### src/rtl/cache_ctrl_pkg.sv
// Shared definitions for the 2-way, 4-set cache controller: geometry, FSM encoding and helpers.
package cache_ctrl_pkg;

  localparam int unsigned OFF_W    = 2;
  localparam int unsigned IDX_W    = 2;
  localparam int unsigned NUM_SETS = 1 << IDX_W;
  localparam int unsigned CNT_W    = 32;

  typedef enum logic [2:0] {
    S_IDLE   = 3'd0,
    S_LOOKUP = 3'd1,
    S_RESP   = 3'd2,
    S_WB     = 3'd3,
    S_REFILL = 3'd4,
    S_RWAIT  = 3'd5,
    S_FILL   = 3'd6
  } state_e;

  // First invalid way wins (way0 first); with both valid the LRU way is evicted.
  function automatic logic pick_victim(input logic v0, input logic v1, input logic lru_way);
    if (!v0)      return 1'b0;
    else if (!v1) return 1'b1;
    else          return lru_way;
  endfunction

endpackage

### src/rtl/cache_ctrl_lru.sv
// Per-set 1-bit LRU state: each bit names the way to evict next in that set.
module cache_ctrl_lru
  import cache_ctrl_pkg::*;
(
  input  logic             clk,
  input  logic             rst,
  input  logic [IDX_W-1:0] rd_idx,
  output logic             lru_way_c,
  input  logic             upd_en,
  input  logic [IDX_W-1:0] upd_idx,
  input  logic             mru_way
);

  logic [NUM_SETS-1:0] lru_q;

  always_ff @(posedge clk) begin
    if (rst) begin
      lru_q <= '0;
    end else if (upd_en) begin
      lru_q[upd_idx] <= ~mru_way;
    end
  end

  assign lru_way_c = lru_q[rd_idx];

endmodule

### src/rtl/cache_ctrl.sv
// Blocking single-request cache controller for a 2-way, 4-set, one-word-per-line cache_array.
module cache_ctrl
  import cache_ctrl_pkg::*;
#(
  parameter int unsigned ADDR_W = 32,
  parameter int unsigned TAG_W  = 28,
  parameter int unsigned DATA_W = 32
) (
  input  logic              clk,
  input  logic              rst,
  input  logic              req_valid,
  output logic              req_ready,
  input  logic              req_we,
  input  logic [ADDR_W-1:0] req_addr,
  input  logic [DATA_W-1:0] req_wdata,
  output logic              resp_valid,
  output logic [DATA_W-1:0] resp_rdata,
  output logic              mem_req_valid,
  input  logic              mem_req_ready,
  output logic              mem_we,
  output logic [ADDR_W-1:0] mem_addr,
  output logic [DATA_W-1:0] mem_wdata,
  input  logic              mem_resp_valid,
  input  logic [DATA_W-1:0] mem_rdata,
  output logic              arr_write_en,
  output logic [IDX_W-1:0]  arr_index,
  output logic              arr_victim_way,
  output logic              arr_v_in,
  output logic              arr_dirty_in,
  output logic [TAG_W-1:0]  arr_tag_in,
  output logic [DATA_W-1:0] arr_data_in,
  input  logic              v_way0,
  input  logic              v_way1,
  input  logic              dirty_way0,
  input  logic              dirty_way1,
  input  logic [TAG_W-1:0]  tag_way0,
  input  logic [TAG_W-1:0]  tag_way1,
  input  logic [DATA_W-1:0] data_way0,
  input  logic [DATA_W-1:0] data_way1,
  output logic [CNT_W-1:0]  hit_cnt,
  output logic [CNT_W-1:0]  miss_cnt
);

  localparam int unsigned TAG_LSB = IDX_W + OFF_W;

  state_e state, next_state;

  // Latched request
  logic              we_q;
  logic [TAG_W-1:0]  tag_q;
  logic [IDX_W-1:0]  idx_q;
  logic [DATA_W-1:0] wdata_q;

  // Victim and refill capture
  logic              vic_way_q, vic_way_d;
  logic [TAG_W-1:0]  vic_tag_q, vic_tag_d;
  logic [DATA_W-1:0] vic_data_q, vic_data_d;
  logic [DATA_W-1:0] refill_q;

  logic              hit0, hit1, hit_way, vic_way_c, vic_dirty_c;
  logic              hit_inc, miss_inc;
  logic              lru_upd, lru_mru, lru_way_c;
  logic [DATA_W-1:0] resp_rdata_d;

  // Byte offset bits never select anything in a one-word line.
  logic unused_offset;
  assign unused_offset = ^req_addr[OFF_W-1:0];

  assign arr_index = idx_q;

  cache_ctrl_lru u_lru (
    .clk       (clk),
    .rst       (rst),
    .rd_idx    (idx_q),
    .lru_way_c (lru_way_c),
    .upd_en    (lru_upd),
    .upd_idx   (idx_q),
    .mru_way   (lru_mru)
  );

  // Next-state, array write port, LRU update and victim selection
  always_comb begin
    next_state     = state;
    hit0           = v_way0 && (tag_way0 == tag_q);
    hit1           = v_way1 && (tag_way1 == tag_q);
    hit_way        = !hit0;
    vic_way_c      = pick_victim(v_way0, v_way1, lru_way_c);
    vic_dirty_c    = vic_way_c ? (v_way1 && dirty_way1) : (v_way0 && dirty_way0);
    vic_way_d      = vic_way_q;
    vic_tag_d      = vic_tag_q;
    vic_data_d     = vic_data_q;
    resp_rdata_d   = '0;
    hit_inc        = 1'b0;
    miss_inc       = 1'b0;
    lru_upd        = 1'b0;
    lru_mru        = 1'b0;
    arr_write_en   = 1'b0;
    arr_victim_way = 1'b0;
    arr_v_in       = 1'b0;
    arr_dirty_in   = 1'b0;
    arr_tag_in     = '0;
    arr_data_in    = '0;

    case (state)
      S_IDLE: begin
        if (req_valid && req_ready) next_state = S_LOOKUP;
      end
      S_LOOKUP: begin
        if (hit0 || hit1) begin
          hit_inc    = 1'b1;
          lru_upd    = 1'b1;
          lru_mru    = hit_way;
          next_state = S_RESP;
          if (we_q) begin
            arr_write_en   = 1'b1;
            arr_victim_way = hit_way;
            arr_v_in       = 1'b1;
            arr_dirty_in   = 1'b1;
            arr_tag_in     = tag_q;
            arr_data_in    = wdata_q;
          end else begin
            resp_rdata_d = hit_way ? data_way1 : data_way0;
          end
        end else begin
          miss_inc   = 1'b1;
          vic_way_d  = vic_way_c;
          vic_tag_d  = vic_way_c ? tag_way1 : tag_way0;
          vic_data_d = vic_way_c ? data_way1 : data_way0;
          if (vic_dirty_c) next_state = S_WB;
          else if (we_q)   next_state = S_FILL;
          else             next_state = S_REFILL;
        end
      end
      S_WB: begin
        if (mem_req_ready) next_state = we_q ? S_FILL : S_REFILL;
      end
      S_REFILL: begin
        if (mem_req_ready) next_state = S_RWAIT;
      end
      S_RWAIT: begin
        if (mem_resp_valid) next_state = S_FILL;
      end
      S_FILL: begin
        arr_write_en   = 1'b1;
        arr_victim_way = vic_way_q;
        arr_v_in       = 1'b1;
        arr_dirty_in   = we_q;
        arr_tag_in     = tag_q;
        arr_data_in    = we_q ? wdata_q : refill_q;
        lru_upd        = 1'b1;
        lru_mru        = vic_way_q;
        resp_rdata_d   = we_q ? '0 : refill_q;
        next_state     = S_RESP;
      end
      S_RESP: begin
        next_state = S_IDLE;
      end
      default: begin
        next_state = S_IDLE;
      end
    endcase

    // Reset pre-empts any in-flight array or LRU update.
    if (rst) begin
      arr_write_en = 1'b0;
      lru_upd      = 1'b0;
    end
  end

  // State, request latch and registered outputs
  always_ff @(posedge clk) begin
    if (rst) begin
      state         <= S_IDLE;
      we_q          <= 1'b0;
      tag_q         <= '0;
      idx_q         <= '0;
      wdata_q       <= '0;
      vic_way_q     <= 1'b0;
      vic_tag_q     <= '0;
      vic_data_q    <= '0;
      refill_q      <= '0;
      req_ready     <= 1'b0;
      resp_valid    <= 1'b0;
      resp_rdata    <= '0;
      mem_req_valid <= 1'b0;
      mem_we        <= 1'b0;
      mem_addr      <= '0;
      mem_wdata     <= '0;
      hit_cnt       <= '0;
      miss_cnt      <= '0;
    end else begin
      state      <= next_state;
      vic_way_q  <= vic_way_d;
      vic_tag_q  <= vic_tag_d;
      vic_data_q <= vic_data_d;

      if (state == S_IDLE && req_valid && req_ready) begin
        we_q    <= req_we;
        tag_q   <= req_addr[ADDR_W-1:TAG_LSB];
        idx_q   <= req_addr[TAG_LSB-1:OFF_W];
        wdata_q <= req_wdata;
      end

      if (state == S_RWAIT && mem_resp_valid) refill_q <= mem_rdata;

      req_ready  <= (next_state == S_IDLE);
      resp_valid <= (next_state == S_RESP);
      resp_rdata <= resp_rdata_d;

      // Driven from next-state so the request holds steady across memory stalls.
      mem_req_valid <= (next_state == S_WB) || (next_state == S_REFILL);
      mem_we        <= (next_state == S_WB);
      case (next_state)
        S_WB: begin
          mem_addr  <= {vic_tag_d, idx_q, OFF_W'(0)};
          mem_wdata <= vic_data_d;
        end
        S_REFILL: begin
          mem_addr  <= {tag_q, idx_q, OFF_W'(0)};
          mem_wdata <= '0;
        end
        default: begin
          mem_addr  <= '0;
          mem_wdata <= '0;
        end
      endcase

      if (hit_inc && hit_cnt != {CNT_W{1'b1}})   hit_cnt  <= hit_cnt + CNT_W'(1);
      if (miss_inc && miss_cnt != {CNT_W{1'b1}}) miss_cnt <= miss_cnt + CNT_W'(1);
    end
  end

endmodule

### config.mk
export PLATFORM = sky130hd
export DESIGN_NAME = cache_ctrl
export DESIGN_NICKNAME = d
export VERILOG_FILES = /design/src/rtl/cache_ctrl_pkg.sv /design/src/rtl/cache_ctrl_lru.sv /design/src/rtl/cache_ctrl.sv
export SDC_FILE = /design/constraint.sdc
export NUM_CORES = 1
export LEC_CHECK = 0
export CORE_ASPECT_RATIO = 0.7
export CORE_MARGIN = 1
export CORE_UTILIZATION = 30
export DETAILED_ROUTE_END_ITERATION = 16
export HOLD_SLACK_MARGIN = 0.1
export PLACE_DENSITY_LB_ADDON = 0.05
export SYNTH_ARGS = -nofsm -noshare
export SYNTH_HDL_FRONTEND = slang
export SYNTH_SLANG_ARGS = --single-unit
### constraint.sdc
create_clock -name clk -period 4.1 [get_ports clk]
set_clock_uncertainty 0.05 [all_clocks]
set_input_delay 0.82 -clock clk [delete_from_list [all_inputs] [get_ports clk]]
set_output_delay 0.82 -clock clk [all_outputs]
set_load 0.05 [all_outputs]
* Word-level counts from Yosys, hierarchy flattened *
Cells that the tools add are included.

cells by class
  add/subtract/negate cells = 2
  order comparisons = 2
  equality and inequality tests = 12
  mux-type cells = 51
  bitwise operators = 3
  reductions and logical operators = 18

operator list
  kind                                                                           count
  32-bit two-way mux                                                             10
  32-bit case mux with 2 select lines                                            3
  28-bit two-way mux                                                             5
  32-bit by 1-bit adder with 32-bit output (second input constant)               2
  32-bit != test (second input constant)                                         2
  28-bit == test                                                                 2
  28-bit case mux with 2 select lines                                            1
  3-bit two-way mux                                                              6
  3-bit case mux with 6 select lines                                             1
  1-bit two-way mux                                                              16
  3-bit == test (second input constant)                                          4
  1-bit logical AND                                                              11
  1-bit case mux with 2 select lines                                             5
  3-bit by 2-bit == test with 1-bit output (second input constant)               3
  3-bit zero test                                                                2
  4-bit bitwise mux                                                              1
  3-bit by 1-bit == test with 1-bit output (second input constant)               1
  2-bit by 3-bit less-than comparator with 1-bit output (second input constant)  1
  1-bit NOT                                                                      3
  1-bit binary-select mux with 2-bit select                                      1
  1-bit demux with 2-bit select                                                  1
  2-bit by 1-bit >= comparator with 1-bit output (second input constant)         1
  1-bit logical OR                                                               2
  2-bit two-way mux                                                              1
  3 further kinds                                                                3

word-level totals
  flip-flop bits (word level) = 327
  input bits = 226
  output and inout bits = 230
  logic and storage cells = 107

* Depth between registers and ports, before layout *
Gate-level depths: netlist (run 1).

  depth in word-level cells = 11
  mapped depth = 10
  depth with buffers taken out = 8

* Hierarchy *
Synthesis (run 1) repeated with hierarchy kept, for this count alone.

second synthesis, totals
  cells, all modules = 1677
  area total of the unflattened synthesis = 14059.7 um^2

by module, submodules not included
  module          instances  cells an instance  area an instance (um^2)  seq. area each (um^2)
  cache_ctrl      1          1659               13854.5                  6426.2
  cache_ctrl_lru  1          18                 205.2                    80.1

* Worst setup path after synthesis (run 1) *
No wires, ideal clock.

  path type = input-to-output
  start point = in tag_way1[10]
  end point = out arr_tag_in[0]
  data arrival time = 3.378 ns
  data required time = 3.230 ns
  slack = -0.148 ns
  stages = 9
  path buffers = 2
  cells stage by stage = xor2_1 -> nor4_1 -> nand2_1 -> nor4_2 -> buf_4 -> o21ai_2 -> o21ai_0 -> clkbuf_1 -> and2_1

on the way
  cells in the longest elaborated chain, start to end = 5

RTL lines
  what                                 line               RTL
  from (decl)                          cache_ctrl.sv:37   input logic [TAG_W-1:0] tag_way1,
  28-bit == test                       cache_ctrl.sv:85   hit1 = v_way1 && (tag_way1 == tag_q);
  1-bit logical AND                    cache_ctrl.sv:85
  1-bit logical OR                     cache_ctrl.sv:109  if (hit0 || hit1) begin
  28-bit two-way mux                   cache_ctrl.sv:109
  28-bit case mux with 2 select lines  cache_ctrl.sv:104  case (state)
  to (decl)                            cache_ctrl.sv:30   output logic [TAG_W-1:0] arr_tag_in,

Every way passes these cells.

* Worst setup path after layout (run 1) *
  start point = in tag_way0[15]
  end point = out arr_write_en

on the way
  cells in the longest elaborated chain, start to end = 6

RTL lines
  what                                line               RTL
  from (decl)                         cache_ctrl.sv:36   input logic [TAG_W-1:0] tag_way0,
  28-bit == test                      cache_ctrl.sv:84   hit0 = v_way0 && (tag_way0 == tag_q);
  1-bit logical AND                   cache_ctrl.sv:84
  1-bit logical OR                    cache_ctrl.sv:109
  1-bit two-way mux                   cache_ctrl.sv:109
  1-bit case mux with 2 select lines  cache_ctrl.sv:104
  1-bit two-way mux                   cache_ctrl.sv:164  if (rst) begin
  to (decl)                           cache_ctrl.sv:25   output logic arr_write_en,

Every way passes these cells.

==> flow_metrics.py, run 1 <==
metrics = {
    "status": {
        "status": "complete, no violations",
    },
    "synthesis": {
        "yosysTopAreaCellShare_pct": 44.7,
        "yosys_warnings": 0,
        "syn_area_per_cell_sq_um": 8.86,
        "synthMostInstantiatedCell": "dfxtp_1",
        "syn-instance-count": 1644,
        "yosys-top-cells-count": "dfxtp_1 (325), nand2_1 (224), a21oi_1 (145)",
        "synth_top_area_cell": "dfxtp_1",
        "netlist_area_sq_um": 14600,
        "synth_edf_count": 0,
        "synth_area_leaders": "dfxtp_1 (45%), mux2i_1 (6.9%), mux2_2 (6.3%)",
        "ys.flop_type": "dfxtp_1",
        "synthArstFlopShare_pct": 0,
        "ys_seq_area_share_pct": 44.7,
        "synth_cell_types": 59,
        "ys_seq_elements": 325,
    },
    "timing": {
        "fin_crit_ns": 4.03,
        "holdWs_ns": 0.402,
        "hold_violations": 0,
        "relSlewSlack_pct": 26.5,
        "max_freq_ghz": 0.248,
        "period_share_pct": 98.4,
        "worstMarginPinSlew_ns": 1.09,
        "slew_viol_final": 0,
        "final-setup-viol-count": 0,
    },
    "detailed_routing": {
        "drc": 0,
        "drtIter0Drc": 667,
        "num_vias": 13600,
        "avgViaCountPerCell": 4.91,
        "detail-route-antenna-nets": 0,
        "dr.pass1.iters": 5,
        "wirelength_um": 56000,
        "post_drt_wl_per_cell_um": 20.2,
    },
    "layout": {
        "area.sequential_sq_um": 6520,
        "n_fill_cell": 4542,
        "multi_input_area_sq_um": 7740,
        "layout-drive-gt1-share_pct": 16.4,
        "syn2layout_area_growth_pct": 52.5,
        "nNetsFinal": 2309,
    },
    "clock_network": {
        "clk_path_buf_depth": 3,
        "clk_latency_ns": 0.53,
        "hold_buffers": 0,
        "clk_pin_slew_ns": 0.06,
        "htree_levels": 2,
        "numCtsBuffers": 38,
        "cts_tree": "built",
        "numClockSinks": 325,
        "cts_root_buffer": "clkbuf_16",
    },
    "setup_path": {
        "critPathMaxFanout": 30,
        "cp_slowest_cell": "nor4_2",
        "crit_required_ns": 3.23,
        "slowest_delay_ns": 0.33,
        "worstPathArrival_ns": 3.16,
        "start_kind": "input pin",
        "cp_cell_sequence": "clkdlybuf4s15_1 -> xnor2_2 -> buf_4 -> nand4_1 -> nor4_2 -> and4_4 -> o21ai_4 -> buf_4 -> o21ai_2 -> buf_12 -> nor2b_1 -> buf_12",
        "critPathTopFamily": "simple AND/OR/NAND/NOR gates",
        "path_buf_inv": 5,
        "cp-end-kind": "output pin",
        "path_class": "in2out",
    },
    "global_route": {
        "grt_use_met3_pct": 4.76,
        "grt_use_total_pct": 22.0,
        "met1_usage_pct": 29.9,
        "grt_pass1_vias": 13300,
        "grt_pass1_wl_um": 83700,
        "grt_max_degree": 135,
        "globalRouteMet2Util_pct": 35.3,
        "grt-ovfl-total": 0,
        "grt.busiest_layer": "met2",
        "antenna_found_initial": 12,
    },
    "floorplan": {
        "rows": 67,
        "die_h_um": 186,
        "io_pins": 456,
        "die_width_um": 265,
        "core-area_sq_um": 47900,
        "die_area_sq_um": 49400,
        "start_util_pct": 30.4,
    },
    "power_and_ir_drop": {
        "peakVddDrop_mv": 0.259,
        "power_density_nw_per_um2": 337,
        "leakagePower_uw": 0.00796,
        "power.total_uw": 7480,
    },
    "placement": {
        "dp_hpwl_um": 39500,
        "numPortBuffers": 451,
        "gp_routability_congestion": 0.848,
    },
    "job": {
        "max-cap-violations": 0,
    },
    "worst_hold_path": {
        "hp-class": "reg2reg",
    },
}
-- area by class of cell --
type,instances,share of cell area (%)
clock buffers,57,4.97
inverters,38,0.642
repair buffers,517,26.2
multi-input cells,1161,34.9
flip-flops and latches,325,29.4
clock inverters,5,0.141
diodes,10,0.113
well taps,655,3.69
-- flip-flops by register name, indices dropped and copies added (netlist names) --
signal and cells:
hit_cnt 32, mem_wdata 32, miss_cnt 32, refill_q 32
resp_rdata 32, vic_data_q 32, wdata_q 32, mem_addr 30
tag_q 28, vic_tag_q 28, u_lru.lru_q 4, state 3
arr_index 2, mem_req_valid 1, mem_we 1, req_ready 1
resp_valid 1, vic_way_q 1, we_q 1
-- cells by family (layout without fill, tap and decap cells) --
group                      count (synthesis)  in the layout  share of synthesized area (%)
xor gates and xnor gates                  58             58                           3.49
other                                      1             12                         0.0258
DFF                                      325            325                           44.7
muxes                                    183            183                           13.4
and+or+nand+nor                          619            619                           20.3
AOI/OAI and AO/OA                        297            297                           13.3
adders and majority gates                  2              2                          0.172
buffers and inverters                    159            617                           4.65
-- cells in the final DEF (no fill, tap or decap), drive strengths merged, types with 5 or more instances in the layout --
cell type / netlist / final
nor4: 22 / 22
dlymetal6s2s: 0 / 6
o32ai: 28 / 28
a2bb2oi: 32 / 32
and2: 33 / 33
inv: 38 / 39
nand4: 23 / 23
and4: 6 / 6
and3: 5 / 5
mux2i: 100 / 100
nand2: 224 / 224
clkdlybuf4s15: 0 / 9
nor4b: 5 / 5
clkbuf: 90 / 64
a22o: 32 / 32
dfxtp: 325 / 325
xnor2: 24 / 24
clkdlybuf4s50: 0 / 342
xor2: 34 / 34
diode: 0 / 10
dlygate4sd2: 0 / 22
o21ai: 33 / 33
nand3: 30 / 30
mux2: 82 / 82
nand2b: 9 / 9
nor2: 134 / 134
or3: 27 / 27
buf: 31 / 131
a21oi: 146 / 146
or4: 12 / 12
nor3: 51 / 51
o31ai: 10 / 10
nor2b: 24 / 24
-- power by group --
group	switching, uW	internal, uW	leakage (uW)
combinational	492	466	0.00477
sequential	81.8	3250	0.00263
clock	1350	1850	0.000554
-- worst min-delay path, cell delays in order (launching register included) --
cell     delay [ns]
dfxtp_1        0.30
nand2_1        0.05
a21oi_1        0.05
-- worst paths after layout --
check / start / to / slack (ns) / cells past startpoint
worst max register to register: tag_q[15] / mem_addr[23] / 1.04 / 11
worst min register to register: wdata_q[10] / wdata_q[10] / 0.40 / 2
worst max-delay path: tag_way0[15] / arr_write_en / 0.07 / 12
worst min-delay path: wdata_q[10] / wdata_q[10] / 0.40 / 2
-- routing by layer --
metal	share of wire, %	up-vias	wire length, um
li1	-	6642	-
met1	46	6570	25700
met2	47	326	26400
met3	5.5	55	3090
met4	1.5	2	852
met5	0.027	-	15
-- stage by stage --
step	TNS [ns]	setup slack [ns]	cell area, sq um	instances	utilization [%]
floorplan	0	0.00653	14600	1645	-
global placement	-8.10	-0.170	20600	2678	42.9
detailed placement	-6.97	-0.153	20600	2678	42.9
CTS	0	0.000840	22100	2757	46.1
global route	-0.0383	-0.00948	22200	2766	46.4
finish	0	0.0666	22200	2768	46.4
-- what timing repair did --
| item | 4_1_cts | 5_1_grt |
|---|---|---|
| gates resized for setup | 76 | 53 |
| setup buffers | 14 | 5 |
| pin swaps | 15 | 19 |
| hold endpoints to repair | 0 | 0 |
| cloned | 3 | 0 |
| endpoints found under the setup margin | 63 | 63 |
Power figures use the tool's default switching activity.
==> run 2: changes to the inputs <==
--- a/config.mk
+++ b/config.mk
@@ -7,7 +7,7 @@
 export LEC_CHECK = 0
 export CORE_ASPECT_RATIO = 0.7
 export CORE_MARGIN = 1
-export CORE_UTILIZATION = 30
+export CORE_UTILIZATION = 47
 export DETAILED_ROUTE_END_ITERATION = 16
 export HOLD_SLACK_MARGIN = 0.1
 export PLACE_DENSITY_LB_ADDON = 0.05
==> flow_metrics.py, run 2 (synthesized netlist as in run 1, its figures left out) <==
metrics = {
    "status": {
        "status": "complete, no violations",
    },
    "floorplan": {
        "die_width_um": 212,
        "start_util_pct": 48.1,
        "io_pins": 456,
        "die_area_sq_um": 31700,
        "rows": 53,
        "core-area_sq_um": 30200,
        "die_h_um": 149,
    },
    "clock_network": {
        "numCtsBuffers": 34,
        "clk_latency_ns": 0.53,
        "clk_pin_slew_ns": 0.06,
        "numClockSinks": 325,
        "htree_levels": 2,
        "cts_root_buffer": "clkbuf_16",
        "clk_path_buf_depth": 3,
        "cts_tree": "built",
    },
    "timing": {
        "period_share_pct": 98.1,
        "max_freq_ghz": 0.249,
        "fin_tns_setup_ns": 0,
        "slew_viol_final": 0,
        "final-setup-viol-count": 0,
        "relSlewSlack_pct": 28.0,
        "fin_crit_ns": 4.02,
        "worstMarginPinSlew_ns": 1.07,
        "hold_violations": 0,
        "setup_ws_ns": 0.0761,
    },
    "setup_path": {
        "critPathMaxFanout": 8,
        "crit_required_ns": 3.23,
        "worstPathArrival_ns": 3.15,
        "cp-end-kind": "output pin",
        "cp_slowest_cell": "clkdlybuf4s50_1",
        "path_class": "in2out",
        "critPathTopFamily": "buffers and inverters",
        "cp_cell_sequence": "clkdlybuf4s50_1 -> xor2_1 -> or2_1 -> nor3b_1 -> and4_4 -> o21ai_2 -> a21oi_4 -> buf_6 -> buf_16 -> a22o_1 -> buf_12",
        "rrSetupSlack_ns": 1.03,
        "path_buf_inv": 4,
        "slowest_delay_ns": 0.43,
        "start_kind": "input pin",
    },
    "power_and_ir_drop": {
        "leakagePower_uw": 0.00805,
        "peakVddDrop_mv": 0.322,
        "power_density_nw_per_um2": 338,
    },
    "placement": {
        "numPortBuffers": 451,
        "dp_slack_ns": -0.116,
        "dp_hpwl_um": 35000,
        "dp.cells": 2426,
        "gp_routability_congestion": 0.891,
    },
    "global_route": {
        "grt_pass1_vias": 13300,
        "grt_max_degree": 125,
        "grt_pass1_wl_um": 75500,
        "grt-ovfl-total": 0,
        "antenna_found_initial": 16,
        "grt_use_total_pct": 30.8,
    },
    "layout": {
        "nNetsFinal": 2294,
        "final_cell_count_no_fill": 2512,
        "layout_commonest_cell": "clkdlybuf4s50_1",
        "layout-drive-gt1-share_pct": 17.3,
        "layout_common_cells": "clkdlybuf4s50_1 (350), dfxtp_1 (319), nand2_1 (223), a21oi_1 (145), nor2_1 (133)",
        "syn2layout_area_growth_pct": 50.8,
    },
    "worst_hold_path": {
        "hp-class": "reg2reg",
    },
    "detailed_routing": {
        "post_drt_wl_per_cell_um": 20.5,
        "drtIter0Drc": 929,
        "detail-route-antenna-nets": 0,
        "avgViaCountPerCell": 5.54,
        "num_vias": 13900,
        "drc": 0,
        "dr.pass1.iters": 8,
        "wirelength_um": 51500,
    },
    "job": {
        "max-cap-violations": 0,
    },
}
run 2: cell count changes in the layout (fill, tap and decap cells not counted), sizes merged:
cell	before	now
dlygate4sd2	22	8
buf	131	121
clkbuf	64	55
dlymetal6s2s	6	15
clkdlybuf4s50	342	350
bufinv	0	3
clkdlybuf4s15	9	6
diode	10	13
run 2: worst paths after layout:
check / from / to / cells after the start
max: tag_way0[1] / arr_data_in[7] / 11
min: vic_way_q / vic_way_q / 2
max reg2reg: tag_q[21] / mem_wdata[15] / 12
min reg2reg: vic_way_q / vic_way_q / 2
run 2: routing by layer:
metal  track usage, %  share of wire (%)  up-vias
met5                0              0.066        -
met2             49.0                 46      563
met1             39.6                 42     6612
li1                 -                  -     6600
met3             8.84                8.7      128
met4             12.0                3.4        6
run 2: repair_timing:
action / CTS / global route
endpoints found under the setup margin: 62 / 63
setup buffers: 7 / 4
cloned: 3 / 3
pin swaps: 18 / 23
gates resized for setup: 64 / 89
hold buffers: 0 / 0
run 2: power breakdown:
part / total [uW] / internal [uW] / leakage (uW) / switching (uW)
registers: 3330 / 3250 / 0.00263 / 83.9
logic: 925 / 445 / 0.00488 / 479
clock network: 3150 / 1860 / 0.000543 / 1290
total: 7410 / 5560 / 0.00805 / 1850
run 2: cell type report:
| type | instances | area [sq um] |
|---|---|---|
| Clock inverter | 8 | 121 |
| Inverter | 38 | 143 |
| Tap cell | 412 | 515 |
| Multi-Input combinational cell | 1161 | 7860 |
| Sequential cell | 325 | 6520 |
| Antenna cell | 13 | 32.5 |
| Clock buffer | 49 | 988 |
| Timing Repair Buffer | 506 | 5780 |
| Fill cell | 2249 | 8280 |
run 2: worst reg2reg max path, stage by stage, from the launching register on:
cell     delay [ns]
dfxtp_2        0.42
xor2_2         0.22
nor4_2         0.08
buf_4          0.13
nand4_1        0.15
nor4_4         0.09
buf_4          0.14
buf_4          0.12
buf_4          0.17
or4_1          0.50
a211o_2        0.39
buf_4          0.26
nor3_1         0.25
run 2: stage by stage:
step / total power (uW) / util [%] / hold slack (ns) / instance area (sq um)
finish: 7410 / 72.6 / 0.408 / 22000
global placement: 4260 / 66.6 / 0.391 / 20100
global route: 7630 / 72.6 / 0.420 / 21900
detailed placement: 4280 / 66.6 / 0.398 / 20100
CTS: 7420 / 71.2 / 0.405 / 21500
floorplan: 3860 / - / 0.386 / 14600
